<file path="src/rtl/sync_handshake_tx.sv">
// Source-side launcher of a toggle req/ack CDC handshake.
// Captures one word per transfer, holds it on xfer_data, toggles xfer_req and
// waits for the returned ack toggle after a C_SYNC_STAGE-deep synchronizer.
module sync_handshake_tx #(
  parameter int C_SYNC_STAGE = 2,
  parameter int C_DW         = 4,
  parameter int C_TIMEOUT    = 0,
  parameter int pTCQ         = 100
) (
  input  logic            src_clk,
  input  logic            src_rst,
  input  logic            src_valid,
  output logic            src_ready,
  input  logic [C_DW-1:0] src_data,
  output logic            src_done,
  output logic            xfer_req,
  output logic [C_DW-1:0] xfer_data,
  input  logic            xfer_ack,
  output logic            timeout_err,
  input  logic            timeout_clr
);

  typedef enum logic {
    IDLE     = 1'b0,
    WAIT_ACK = 1'b1
  } state_t;

  localparam bit          TO_EN   = (C_TIMEOUT != 0);
  localparam logic [15:0] TO_LAST = TO_EN ? 16'(C_TIMEOUT - 1) : 16'd0;

  // Elaboration-time parameter sanity; pTCQ is kept only for interface
  // compatibility with the original model and has no effect on the logic.
  if (C_SYNC_STAGE < 2 || C_DW < 1 || C_TIMEOUT < 0 || C_TIMEOUT > 65535 || pTCQ < 0)
  begin : g_bad_param
    $error("sync_handshake_tx: illegal parameter value");
  end

  state_t            state_q, state_d;
  logic              req_q, req_d;
  logic [C_DW-1:0]   data_q, data_d;
  logic              ready_q, ready_d;
  logic              done_q, done_d;
  logic [15:0]       cnt_q, cnt_d;
  logic              err_q, err_d;
  logic              ack_s;

  (* async_reg = "true" *) logic [C_SYNC_STAGE-1:0] ack_sync_q;

  // Ack synchronizer: xfer_ack is asynchronous to src_clk.
  always_ff @(posedge src_clk or posedge src_rst) begin
    if (src_rst) ack_sync_q <= '0;
    else         ack_sync_q <= {ack_sync_q[C_SYNC_STAGE-2:0], xfer_ack};
  end

  assign ack_s = ack_sync_q[C_SYNC_STAGE-1];

  // Handshake state and output registers.
  always_ff @(posedge src_clk or posedge src_rst) begin
    if (src_rst) begin
      state_q <= IDLE;
      req_q   <= 1'b0;
      data_q  <= '0;
      ready_q <= 1'b0;
      done_q  <= 1'b0;
      cnt_q   <= '0;
      err_q   <= 1'b0;
    end else begin
      state_q <= state_d;
      req_q   <= req_d;
      data_q  <= data_d;
      ready_q <= ready_d;
      done_q  <= done_d;
      cnt_q   <= cnt_d;
      err_q   <= err_d;
    end
  end

  // Next-state logic; a timeout set event overrides a concurrent clear.
  always_comb begin
    state_d = state_q;
    req_d   = req_q;
    data_d  = data_q;
    ready_d = ready_q;
    done_d  = 1'b0;
    cnt_d   = cnt_q;
    err_d   = err_q;
    if (timeout_clr) err_d = 1'b0;
    case (state_q)
      IDLE: begin
        ready_d = 1'b1;
        if (src_valid && ready_q) begin
          data_d  = src_data;
          req_d   = ~req_q;
          ready_d = 1'b0;
          cnt_d   = '0;
          state_d = WAIT_ACK;
        end
      end
      WAIT_ACK: begin
        if (cnt_q != '1) cnt_d = cnt_q + 16'd1;
        if (TO_EN && (cnt_q == TO_LAST)) err_d = 1'b1;
        if (ack_s == req_q) begin
          done_d  = 1'b1;
          ready_d = 1'b1;
          state_d = IDLE;
        end
      end
      default: state_d = IDLE;
    endcase
  end

  assign src_ready   = ready_q;
  assign src_done    = done_q;
  assign xfer_req    = req_q;
  assign xfer_data   = data_q;
  assign timeout_err = err_q;

endmodule

</file>
<file path="config.mk">
export PLATFORM = sky130hd
export DESIGN_NAME = sync_handshake_tx
export DESIGN_NICKNAME = d
export VERILOG_FILES = /design/src/rtl/sync_handshake_tx.sv
export SDC_FILE = /design/constraint.sdc
export NUM_CORES = 1
export LEC_CHECK = 0
export ABC_AREA = 1
export CAP_MARGIN = 25
export CORE_MARGIN = 4
export CORE_UTILIZATION = 30
export DETAILED_ROUTE_END_ITERATION = 8
export SYNTH_ARGS = -nofsm -noshare
export SYNTH_HDL_FRONTEND = slang
export SYNTH_SLANG_ARGS = --single-unit
</file>
<file path="constraint.sdc">
create_clock -name src_clk -period 1.8 [get_ports src_clk]
set_input_delay 0.36 -clock src_clk [delete_from_list [all_inputs] [get_ports src_clk]]
set_output_delay 0.36 -clock src_clk [all_outputs]
set_load 0.02 [all_outputs]
</file>
# Yosys cells after proc, flatten, opt, wreduce, memory -nomap -nowiden
# Index checks and enable logic that the tools add are counted.
[classes]
n_addsub = 0
multipliers = 0
n_div = 0
n_lt_le_gt_ge = 0
n_eq_ne = 2
shift = 0
muxes = 8
bitwise_logic = 2
reduce_logical = 2
[ops]
columns = ["cell", "n"]
rows = [
  ["2-to-1 mux 1 bit", 6],
  ["one-hot mux 1 bit (2 select lines)", 2],
  ["!= test 2 x 1 -> 1 bit (second input constant)", 1],
  ["NOT 1 bit", 2],
  ["AND reduction 2 bit", 1],
  ["== test 1 bit", 1],
  ["logical AND 1 bit", 1],
]
[word_totals]
regBits = 10
latchBits = 0
ram_bits = 0
mem_bits_ro = 0
output_inout_bits = 8
wordCells = 20
mem_count = 0

# Depth between registers and ports, before layout
[depth]
depth_word = 3
depth_mapped = 5

# Least setup slack after synthesis
# Ideal clock, no wire load.
[synth_timing]
path_type = "flip-flop to flip-flop"
from = "register ready_q (netlist: src_ready)"
to = "register req_q (netlist: xfer_req)"
arrival_ps = 813
path_slack_ps = 861
stages_incl_launch_ff = 3
path_cell_list = "dfrtp_1 > nand3_4 > xor2_2"
[synth_via]
elab_chain_cells = 2
[synth_lines]
columns = ["element", "line", "source"]
rows = [
  ["from (decl)", "41", "logic ready_q, ready_d;"],
  ["from (signal assigned)", "71", "ready_q <= ready_d;"],
  ["logical AND 1 bit", "91", "if (src_valid && ready_q) begin"],
  ["AND reduction 2 bit (no source line)", "-", ""],
  ["to (signal assigned)", "69", "req_q <= req_d;"],
  ["to (decl)", "39", "logic req_q, req_d;"],
]
# No other way between the ends.
# A chain may end at the register's enable or synchronous reset.

# Final worst setup path
[layout_timing]
from = "register ready_q (netlist: src_ready)"
to = "output src_ready"
[layout_rtl]
columns = ["element", "line", "source"]
rows = [
  ["to (decl)", "13", "output logic src_ready,"],
]
# No word-level cell between the ends.

==> impl_results.html <==
<table>
<tr><th>Metric</th><th>Value</th></tr>
<tr><th colspan="2">STA</th></tr>
<tr><td>Sum Neg Setup Slack</td><td>0 ns</td></tr>
<tr><td>Crit share post-route</td><td>91.1%</td></tr>
<tr><td>Final hold vios</td><td>0</td></tr>
<tr><td>Clock period minus final worst setup slack</td><td>1.64 ns</td></tr>
<tr><td>Max frequency</td><td>610 MHz</td></tr>
<tr><td>Final Worst Setup Slack</td><td>0.160 ns</td></tr>
<tr><td>Final setup violation count</td><td>0</td></tr>
<tr><td>Final max-slew violation count</td><td>0</td></tr>
<tr><td>Final worst clock skew</td><td>0.00182 ns</td></tr>
<tr><td>Setup repair after global routing missed its margin</td><td>no</td></tr>
<tr><th colspan="2">Finish</th></tr>
<tr><td>Post-synthesis to final-layout area growth</td><td>47.0%</td></tr>
<tr><td>Final Net Count</td><td>64</td></tr>
<tr><td>Proportion of layout cells with a drive suffix above 1</td><td>18.5%</td></tr>
<tr><td>Number of inserted diodes</td><td>0</td></tr>
<tr><th colspan="2">Clock network</th></tr>
<tr><td>Number of buffers inserted for hold repair after clock tree synthesis</td><td>0</td></tr>
<tr><td>Insertion delay to the later sink of the worst-skew pair</td><td>0.26 ns</td></tr>
<tr><td>CTS Buf Count</td><td>3</td></tr>
<tr><td>Number of resized instances in the post-cts repair step</td><td>0</td></tr>
<tr><td>Clock transition at path regs</td><td>0.06 ns</td></tr>
<tr><td>Clock Tree Buf Depth</td><td>2</td></tr>
<tr><td>Count of clock tree sinks</td><td>10</td></tr>
<tr><td>Root buf cell</td><td>sky130_fd_sc_hd__clkbuf_4</td></tr>
<tr><td>CTS tree</td><td>yes</td></tr>
<tr><td>CTS H-tree lvls</td><td>1</td></tr>
<tr><td>Post-CTS setup repair buffer count</td><td>0</td></tr>
<tr><th colspan="2">Synthesis</th></tr>
<tr><td>Most common cell in the synthesized netlist</td><td>sky130_fd_sc_hd__dfrtp_1</td></tr>
<tr><td>Biggest area contributors in the synthesized netlist</td><td>sky130_fd_sc_hd__dfrtp_1 (63%), sky130_fd_sc_hd__inv_1 (5.7%), sky130_fd_sc_hd__nand2_1 (5.7%), sky130_fd_sc_hd__o21ai_1 (5.0%), sky130_fd_sc_hd__nand3_4 (4.4%)</td></tr>
<tr><td>Synthesized Nets</td><td>46</td></tr>
<tr><td>Number of flops mapped to enable cells by yosys</td><td>0</td></tr>
<tr><td>Mean area per synthesized cell</td><td>10.7 µm²</td></tr>
<tr><td>Instance count of the mapped netlist</td><td>37</td></tr>
<tr><td>Most frequently used flop master after synthesis</td><td>sky130_fd_sc_hd__dfrtp_1</td></tr>
<tr><td>Unique cell type count in the Yosys netlist</td><td>13</td></tr>
<tr><td>Top cells by count, synth</td><td>sky130_fd_sc_hd__dfrtp_1 (10), sky130_fd_sc_hd__inv_1 (6), sky130_fd_sc_hd__nand2_1 (6)</td></tr>
<tr><td>Share of the synthesized area in the top cell type</td><td>63.1%</td></tr>
<tr><td>Area of the mapped netlist</td><td>397 µm²</td></tr>
<tr><td>Share of flip-flops with an asynchronous set or reset</td><td>100%</td></tr>
<tr><td>Seq cells post-synth</td><td>10</td></tr>
<tr><td>Total number of yosys warnings</td><td>0</td></tr>
<tr><td>Sequential share of the synthesized area</td><td>63.1%</td></tr>
<tr><td>Cell type with the largest total area after synthesis</td><td>sky130_fd_sc_hd__dfrtp_1</td></tr>
<tr><th colspan="2">Worst setup path</th></tr>
<tr><td>Type of the worst setup path</td><td>reg -&gt; out</td></tr>
<tr><td>Worst path top cell family by delay</td><td>buffers and inverters</td></tr>
<tr><td>Critical path capture point type</td><td>primary output</td></tr>
<tr><td>Required time at the endpoint of the critical path</td><td>1.44 ns</td></tr>
<tr><td>Startpoint class of the critical path</td><td>flip-flop</td></tr>
<tr><td>Capture instance of the worst register-to-register path</td><td>xfer_req</td></tr>
<tr><td>R2r startpoint</td><td>state_q</td></tr>
<tr><td>Data arrival time of the critical path</td><td>1.28 ns</td></tr>
<tr><td>Crit path cell chain</td><td>clkdlybuf4s50_1</td></tr>
<tr><td>Reg-to-reg slack, setup</td><td>0.89 ns</td></tr>
<tr><td>Crit path max-delay cell type</td><td>sky130_fd_sc_hd__clkdlybuf4s50_1</td></tr>
<tr><td>Cell count of the worst reg-to-reg path</td><td>3</td></tr>
<tr><td>Largest fanout on the critical path</td><td>3</td></tr>
<tr><td>Maximum single-stage delay on the critical path</td><td>0.62 ns</td></tr>
<tr><td>Worst Path Buf+Inv</td><td>1</td></tr>
<tr><th colspan="2">GRT</th></tr>
<tr><td>Maximum number of pins on one net before global-route repair</td><td>11</td></tr>
<tr><td>Total congestion overflow after global routing</td><td>0</td></tr>
<tr><td>GRT Util Overall</td><td>7.66%</td></tr>
<tr><td>Initial antenna violation count</td><td>0</td></tr>
<tr><td>Number of global-route vias before repair</td><td>283</td></tr>
<tr><td>Global-route wire length before repair</td><td>1070 µm</td></tr>
<tr><th colspan="2">Outcome</th></tr>
<tr><td>Status</td><td>finished, final reports clean</td></tr>
<tr><th colspan="2">Pwr</th></tr>
<tr><td>Static Leakage</td><td>0.000280 µW</td></tr>
<tr><td>PD cells</td><td>1700 mW/mm²</td></tr>
<tr><td>IR Drop Worst-Case VDD</td><td>0.688 mV</td></tr>
<tr><th colspan="2">Place</th></tr>
<tr><td>DP Worst Slack</td><td>0.431 ns</td></tr>
<tr><td>Final GP Congestion</td><td>0.575</td></tr>
<tr><td>Number of port buffers</td><td>14</td></tr>
<tr><td>HPWL after DPL</td><td>503 µm</td></tr>
<tr><th colspan="2">Drt</th></tr>
<tr><td>Routed wire length</td><td>662 µm</td></tr>
<tr><td>DR iter-0 viols</td><td>1</td></tr>
<tr><td>Average wire per cell in the routed design</td><td>9.74 µm</td></tr>
<tr><td>Post-detailed-route DRC marker count</td><td>0</td></tr>
<tr><td>Drt pass-1 iters</td><td>3</td></tr>
<tr><td>Total number of vias</td><td>277</td></tr>
<tr><td>Remaining antenna violation count</td><td>0</td></tr>
<tr><td>Detail-routed via count per cell</td><td>4.07</td></tr>
<tr><th colspan="2">Floorplanning</th></tr>
<tr><td>Die area</td><td>0.00197 mm²</td></tr>
<tr><td>Initial standard-cell utilization of the core</td><td>33.9%</td></tr>
<tr><td>Horizontal extent of the die</td><td>44.4 µm</td></tr>
<tr><td>Top-level port count</td><td>17</td></tr>
<tr><td>Num rows</td><td>12</td></tr>
<tr><td>Die Height</td><td>44.4 µm</td></tr>
<tr><td>Core Area</td><td>0.00117 mm²</td></tr>
<tr><th colspan="2">Hold path</th></tr>
<tr><td>Startpoint of the lowest-slack hold path</td><td>ack_sync_q[0]</td></tr>
<tr><td>Worst min path class</td><td>reg -&gt; reg</td></tr>
<tr><td>Worst hold endpoint</td><td>ack_sync_q[1]</td></tr>
<tr><td>Worst hold path cell count</td><td>0</td></tr>
<tr><th colspan="2">Flow run</th></tr>
<tr><td>Max capacitance violation total</td><td>0</td></tr>
</table>
[layout by cell type, fill, tap and decap left out]
cell                              count
sky130_fd_sc_hd__inv_1                6
sky130_fd_sc_hd__dfrtp_1             10
sky130_fd_sc_hd__inv_2                2
sky130_fd_sc_hd__a21oi_1              1
sky130_fd_sc_hd__nand4_1              1
sky130_fd_sc_hd__conb_1               1
sky130_fd_sc_hd__nand3_4              1
sky130_fd_sc_hd__clkbuf_4             3
sky130_fd_sc_hd__clkbuf_8             1
sky130_fd_sc_hd__nand2_1              6
sky130_fd_sc_hd__nand3_1              1
sky130_fd_sc_hd__nand2_2              2
sky130_fd_sc_hd__o21ai_1              4
sky130_fd_sc_hd__clkdlybuf4s50_1     14
sky130_fd_sc_hd__xor2_2               1
[layer usage]
metal / wire, µm / vias to the layer above / track usage [%]
li1: - / 143 / -
met1: 300 / 120 / 9.07
met2: 299 / 12 / 11.6
met3: 54 / 2 / 2.44
met4: 7 / 0 / 5.42
met5: 0 / - / 0
[cell type report]
type,instances,area [µm²]
Fill cell,111,588
Sequential cell,10,250
Timing Repair Buffer,14,140
Multi-Input combinational cell,18,109
Clock buffer,4,36.3
Inverter,8,30.0
Tap cell,14,17.5
[worst max-delay path by stage]
stage / startpoint / end / slack, ns / cells past startpoint
2_1_floorplan: src_ready / xfer_req / 0.86 / 2
3_3_place_gp: src_ready / src_ready / 0.43 / 1
3_5_place_dp: src_ready / src_ready / 0.43 / 1
4_1_cts: src_ready / src_ready / 0.14 / 1
5_1_grt: src_ready / src_ready / 0.12 / 1
6_report: src_ready / src_ready / 0.16 / 1
[registers in the layout (all words and copies together) (netlist names)]
name	flops
ack_sync_q	2
src_done	1
src_ready	1
state_q	1
xfer_data	4
xfer_req	1
[where the power goes]
group	internal (µW)	total, µW	switching, µW
registers	312	370	58.1
clock network	123	196	73.1
logic	198	424	226
total	633	990	357
[metrics by stage]
step	area [µm²]	cells	utilization (%)	hold slack, ns	total power, µW
finish	583	68	49.8	0.347	990
global route	583	68	49.8	0.353	1050
floorplan	397	37	-	0.200	614
detailed placement	547	64	46.7	0.336	803
CTS	583	68	49.8	0.351	1010
global placement	547	64	46.7	0.333	797
[cells by family (layout without fill, tap and decap cells)]
family / count (synthesis) / in the layout / share of synthesized area (%)
compound gates: 5 / 5 / 6.31
flops: 10 / 10 / 63.1
xor+xnor: 1 / 1 / 4.10
other cells: 1 / 1 / 0.945
buf+inv: 9 / 26 / 9.46
simple gates: 11 / 11 / 16.1
(Power assumes the default switching activity.)
